--- config.mk ---
export PLATFORM = sky130hd
export DESIGN_NAME = pipe_reg
export DESIGN_NICKNAME = d
export VERILOG_FILES = /design/src/rtl/pipe_reg.sv
export SDC_FILE = /design/constraint.sdc
export NUM_CORES = 1
export LEC_CHECK = 0
export ABC_CLOCK_PERIOD_IN_PS = 1300
export BUFFER_PORTS_ARGS = -buffer_cell sky130_fd_sc_hd__buf_2
export CAP_MARGIN = 20
export CORE_ASPECT_RATIO = 0.75
export CORE_UTILIZATION = 47
export CTS_CLUSTER_DIAMETER = 200
export CTS_CLUSTER_SIZE = 20
export DETAILED_ROUTE_END_ITERATION = 6
export GPL_ROUTABILITY_DRIVEN = 0
export PLACE_DENSITY_LB_ADDON = 0.3
export SLEW_MARGIN = 20
export SYNTH_ARGS = -nofsm -noshare
export SYNTH_HDL_FRONTEND = slang
export SYNTH_SLANG_ARGS = --single-unit
--- constraint.sdc ---
create_clock -name clock -period 1.3 [get_ports clock]
set_input_delay 0.065 -clock clock [delete_from_list [all_inputs] [get_ports clock]]
set_output_delay 0.065 -clock clock [all_outputs]
set_load 0.01 [all_outputs]
--- src/rtl/pipe_reg.sv ---
// Multi-stage valid/ready register pipeline with bubble collapsing, synchronous flush
// and a registered occupancy count.
module pipe_reg #(
  parameter int               WIDTH       = 8,
  parameter int               STAGES      = 3,
  parameter logic [WIDTH-1:0] RESET_VALUE = '0
) (
  input  logic                        clock,
  input  logic                        reset_n,
  input  logic                        clear,
  input  logic                        in_valid,
  output logic                        in_ready,
  input  logic [WIDTH-1:0]            in_data,
  output logic                        out_valid,
  input  logic                        out_ready,
  output logic [WIDTH-1:0]            out_data,
  output logic [$clog2(STAGES+1)-1:0] occupancy
);

  localparam int OCC_W = $clog2(STAGES + 1);

  logic [STAGES-1:0] v;
  logic [STAGES-1:0] v_next;
  logic [STAGES-1:0] mv;
  logic [WIDTH-1:0]  d [STAGES];
  logic              space;
  logic              accept;

  function automatic logic [OCC_W-1:0] count_ones(input logic [STAGES-1:0] x);
    logic [OCC_W-1:0] cnt;
    cnt = '0;
    for (int i = 0; i < STAGES; i++) cnt = cnt + OCC_W'(x[i]);
    return cnt;
  endfunction

  // Walk from the output side: a stage can move when the one above is empty or moving.
  always_comb begin
    mv    = '0;
    space = out_ready;
    for (int i = STAGES - 1; i >= 0; i--) begin
      mv[i] = v[i] & space;
      space = !v[i] | space;
    end
    in_ready = reset_n & !clear & space;
    accept   = in_valid & in_ready;
  end

  always_comb begin
    v_next = v;
    if (clear) begin
      v_next = '0;
    end else begin
      v_next[0] = accept | (v[0] & !mv[0]);
      for (int i = 1; i < STAGES; i++) v_next[i] = mv[i-1] | (v[i] & !mv[i]);
    end
  end

  always_ff @(posedge clock or negedge reset_n) begin
    if (!reset_n) begin
      v         <= '0;
      occupancy <= '0;
      for (int i = 0; i < STAGES; i++) d[i] <= RESET_VALUE;
    end else begin
      v         <= v_next;
      occupancy <= count_ones(v_next);
      if (accept) d[0] <= in_data;
      // Flush only drops valid bits; data registers keep their contents.
      for (int i = 1; i < STAGES; i++) begin
        if (!clear && mv[i-1]) d[i] <= d[i-1];
      end
    end
  end

  assign out_valid = v[STAGES-1];
  assign out_data  = d[STAGES-1];

endmodule

Yosys cells after proc, flatten, opt, wreduce, memory -nomap -nowiden:

Index checks and enable logic that the tools add are counted.

* bits in registers: 29
* output and inout bits: 12
* logic and storage cells: 32

* $add $sub $neg: 2
* mux-type cells: 1
* bitwise logic cells: 15
* reduce and logical (&&, ||, !) cells: 9

Operators with widths (number)
* 1-bit AND: 9
* 1-bit logical NOT: 7
* 1-bit OR: 6
* 3-bit 2-to-1 mux: 1
* 1-bit by 1-bit adder with 2-bit output: 1
* 2-bit by 1-bit adder with 2-bit output: 1
* 1-bit logical AND: 2

Depth between registers and ports, before layout:

* word-level depth: 10
* depth in mapped cells: 4
* gate-level depth less buffers: 4

Worst setup path after synthesis:

No wires, ideal clock.

* path type: reg2reg
* start: reg v[2]
* end: reg d[10] (netlist name)
* library setup time: 0.125 ns
* data arrival time: 1.309 ns
* data required time: 1.175 ns
* setup slack: -0.134 ns
* cell stages (with the launch flop): 5
* buffers on the path: 1
* clock period less this slack: 1.434 ns
* path through: dfrtp_1 -> nor2b_4 -> a211o_2 -> buf_6 -> mux2_4

* longest elaborated chain between the ends: 5

Ends and longest elaborated chain
* start: declaration: line 22 `logic [STAGES-1:0] v;`
* start signal: assignment: line 64 `v <= v_next;`
* 1-bit logical NOT: line 42 `space = !v[i] | space;`
* 1-bit OR (2 in a row): line 42
* 1-bit AND: line 41 `mv[i] = v[i] & space;`
* 1-bit logical AND: line 69 `if (!clear && mv[i-1]) d[i] <= d[i-1];`
* end signal: indexed assignment: line 69
* end: declaration: line 25 `logic [WIDTH-1:0] d [STAGES];`

No other way between the ends.
A chain may end at the register's enable or synchronous reset.

Worst setup path in the final report:

* start: reg v[2]
* end: reg occupancy[0]

RTL lines
* 1-bit logical NOT (*): line 42
* 1-bit OR (*): line 42
* 1-bit AND: line 41
* 1-bit logical NOT: line 54 `for (int i = 1; i < STAGES; i++) v_next[i] = mv[i-1] | (v[i] & !mv[i]);`
* 1-bit AND: line 54
* 1-bit OR (*): line 54
* 3-bit 2-to-1 mux (*): line 50 `if (clear) begin`
* named net v_next[1]: line 23 `logic [STAGES-1:0] v_next;`
* 1-bit by 1-bit adder with 2-bit output (*): line 32 `for (int i = 0; i < STAGES; i++) cnt = cnt + OCC_W'(x[i]);`
* 2-bit by 1-bit adder with 2-bit output (*): line 32
* end signal: assignment: line 65 `occupancy <= count_ones(v_next);`
* end: declaration: line 17 `output logic [$clog2(STAGES+1)-1:0] occupancy`

Mark *: on every way through the listed nets, which the timed path passes. The rest lies on a longest branch.

==> flow_summary.toml <==
[finish]
layout_commonest_cell = "dfrtp_1"
syn_to_final_growth_pct = 33.9
final_util_pct = 69.4
layout_common_cells = "29 x dfrtp_1, 24 x mux2_4, 24 x buf_2, 9 x dlygate4sd3_1, 6 x buf_4"
num_antenna_cells = 0
fillCellCount = 173
final_nets = 131
seq_area_um2 = 726
drive_gt1_share_pct = 64.1
final_area_mm2 = 0.00165
multi_input_area_um2 = 529

[sta]
period_needed_ns = 1.41
finalHoldViolations = 0
whs_ns = 0.0653
setup_ws_ns = -0.113
slew_headroom_pct = 79.1
tightest_slew_ns = 0.314
skew_ns = 0.00600
timing.final.crit_share_pct = 109
rsz0062_at_grt = "yes"
max_freq_ghz = 0.708
slew_violations = 0
setup_viol = 26

[synthesis]
synth_seq_cells = 29
yosysUniqueCellTypes = 17
syn_area_per_cell_um2 = 15.8
yosysWarnings = 0
syn_inst = 78
synth_top_cell_by_area = "dfrtp_1"
syn_nets = 92
synth_area_mm2 = 0.00123
synth_top_area_share_pct = 58.8
ys_seq_area_share_pct = 58.8
netlist_top_cells_area = "dfrtp_1 59%, mux2_2 15%, mux2_4 9.7%"

[hold_path]
hp-class = "in2reg"
hold_start = "in_valid"
min_to = "v[0]$_DFF_PN0_"
whs_path_depth = 3

[pwr]
p_clk_share_pct = 22.7
power_frac_seq_pct = 52.1
p_switching_mw = 0.622
cellLeakagePower_nw = 0.824
vdd_drop_max_mv = 0.851
p_comb_share_pct = 25.2
p_sw_share_pct = 25.8
p_per_area_mw_per_mm2 = 1460
internal_power_mw = 1.79

[die]
row_count = 15
die_y_um = 46.4
initial_core_util_pct = 51.8
fp.dieArea_mm2 = 0.00284
coreArea_mm2 = 0.00238
ios = 25
die_x_um = 61.2

[worst_setup_path]
worstPathRequired_ns = 1.50
critical_path_arrival_ns = 1.62
rrSetupSlack_ns = -0.11
r2r_cells = 4
critical_path_class = "reg2reg"
rr_endpoint = "occupancy[0]$_DFF_PN0_"
cp-start-kind = "flip-flop"
r2r-start = "v[2]$_DFF_PN0_"
critPathCaptureType = "flip-flop"
path_max_fanout = 4

[global_route]
grt_overflow = 0
antenna_found_initial = 0
grt_first_pass_wirelength_mm = 3.50
grt_max_degree = 26
grt_pass1_vias = 700
grt_use_total_pct = 18.6

[routing]
routed_wl_mm = 2.32
routed_via_density = 4.86
route.vias.total = 734
drt_pass1_iterations = 4
drcViolationCount = 0
wl_per_cell_um = 15.4
drt_iter0_drc = 19
postRouteAntennaNets = 0

[placement]
placed_area_mm2 = 0.00137
hpwl_mm = 1.30
portBuffers = 24

[clock_network]
cts_num_sinks = 29
root_buffer = "clkbuf_4"
clockBufferDepth = 2
cts.reportedPaths.clkPinSlew_ns = 0.09
cts_buffers = 5
cts_tree = "done"
clock_latency_ns = 0.32
htreeDepth = 2

[job]
maxCapViolCount = 0

[outcome]
status = "finished, violations left"
violations = "negative setup slack"
-- layout make-up --
class                      instances  share of cell area, %
tap                               34                   2.57
timing repair buffer              42                   18.0
inverter                           1                  0.227
sequential                        29                   43.9
multi-input combinational         38                   32.0
clock buffer                       7                   3.33
-- critical path, stage by stage, from the launching register on --
cell and delay [ns]:
dfrtp_1 0.38, nor2b_4 0.27, a21oi_2 0.08, nor2_2 0.13, fa_1 0.42
-- registers in the layout, indices dropped and copies added, names as in the netlist --
signal	count
d	16
occupancy	2
out_data	8
v	3
-- logic make-up (layout without fill, tap and decap cells) --
| kind of cell | count (synthesis) | in the layout | share of synthesized area (%) |
|---|---|---|---|
| muxes | 24 | 24 | 24.3 |
| buffers and inverters | 11 | 50 | 6.48 |
| and+or+nand+nor | 10 | 10 | 7.19 |
| adders and majority gates | 1 | 1 | 1.62 |
| AOI/OAI and AO/OA | 3 | 3 | 1.62 |
| DFF | 29 | 29 | 58.8 |
-- per-layer routing --
layer  vias up  track usage, %  wire length (um)
met5         -               0                 0
met4         0            6.82                14
met3         2            9.27               114
met2        20            26.5              1080
met1       375            24.5              1110
li1        337               -                 -
-- timing repair --
item / 4_1_cts / 5_1_grt
pin swaps: 4 / 4
hold endpoints to repair: 37 / 0
hold buffers: 9 / 0
setup buffers: 3 / 2
setup endpoints to repair: 27 / 27
gates resized for setup: 13 / 13
-- worst max path at each step --
stage                     depth (start not counted)      startpoint  slack (ns)                     end
after floorplan                                   4  v[2]$_DFF_PN0_        -0.1       d[10]$_DFFE_PN0P_
after global placement                            4  v[1]$_DFF_PN0_       -0.13  occupancy[0]$_DFF_PN0_
after detailed placement                          4  v[1]$_DFF_PN0_       -0.14  occupancy[0]$_DFF_PN0_
after CTS                                         3  v[2]$_DFF_PN0_       -0.09       d[13]$_DFFE_PN0P_
after global routing                              3  v[2]$_DFF_PN0_       -0.16       d[10]$_DFFE_PN0P_
final                                             4  v[2]$_DFF_PN0_       -0.11  occupancy[0]$_DFF_PN0_
-- synth_stat cells --
library cell and number:
inv_1 1, dfrtp_1 29, mux2_4 8, mux2_2 16, and4b_4 1, buf_4 8, nor3_4 1, nor2b_4 1
fa_1 1, nor2_1 4, nor3b_4 1, buf_2 1, nor3b_1 1, nand2_1 1, buf_6 1, a21oi_1 2
a211o_2 1
-- metrics by stage --
| stage | power, mW | std cells | setup WS [ns] | TNS [ns] |
|---|---|---|---|---|
| final | 2.41 | 151 | -0.113 | -2.10 |
| after global routing | 2.54 | 151 | -0.159 | -3.28 |
| after CTS | 2.36 | 149 | -0.0926 | -1.74 |
| after detailed placement | 1.75 | 130 | -0.145 | -1.97 |
| after global placement | 1.73 | 130 | -0.132 | -1.42 |
| after floorplan | 1.68 | 78 | -0.0980 | -2.22 |
-- power by group through the flow --
| stage | combinational, mW | sequential [mW] | clock (mW) |
|---|---|---|---|
| final | 0.608 | 1.26 | 0.547 |
| after global routing | 0.655 | 1.28 | 0.600 |
| after CTS | 0.556 | 1.25 | 0.553 |
| after detailed placement | 0.494 | 1.26 | 0 |
| after global placement | 0.480 | 1.25 | 0 |
| after floorplan | 0.456 | 1.23 | 0 |
(Power assumes the default switching activity.)
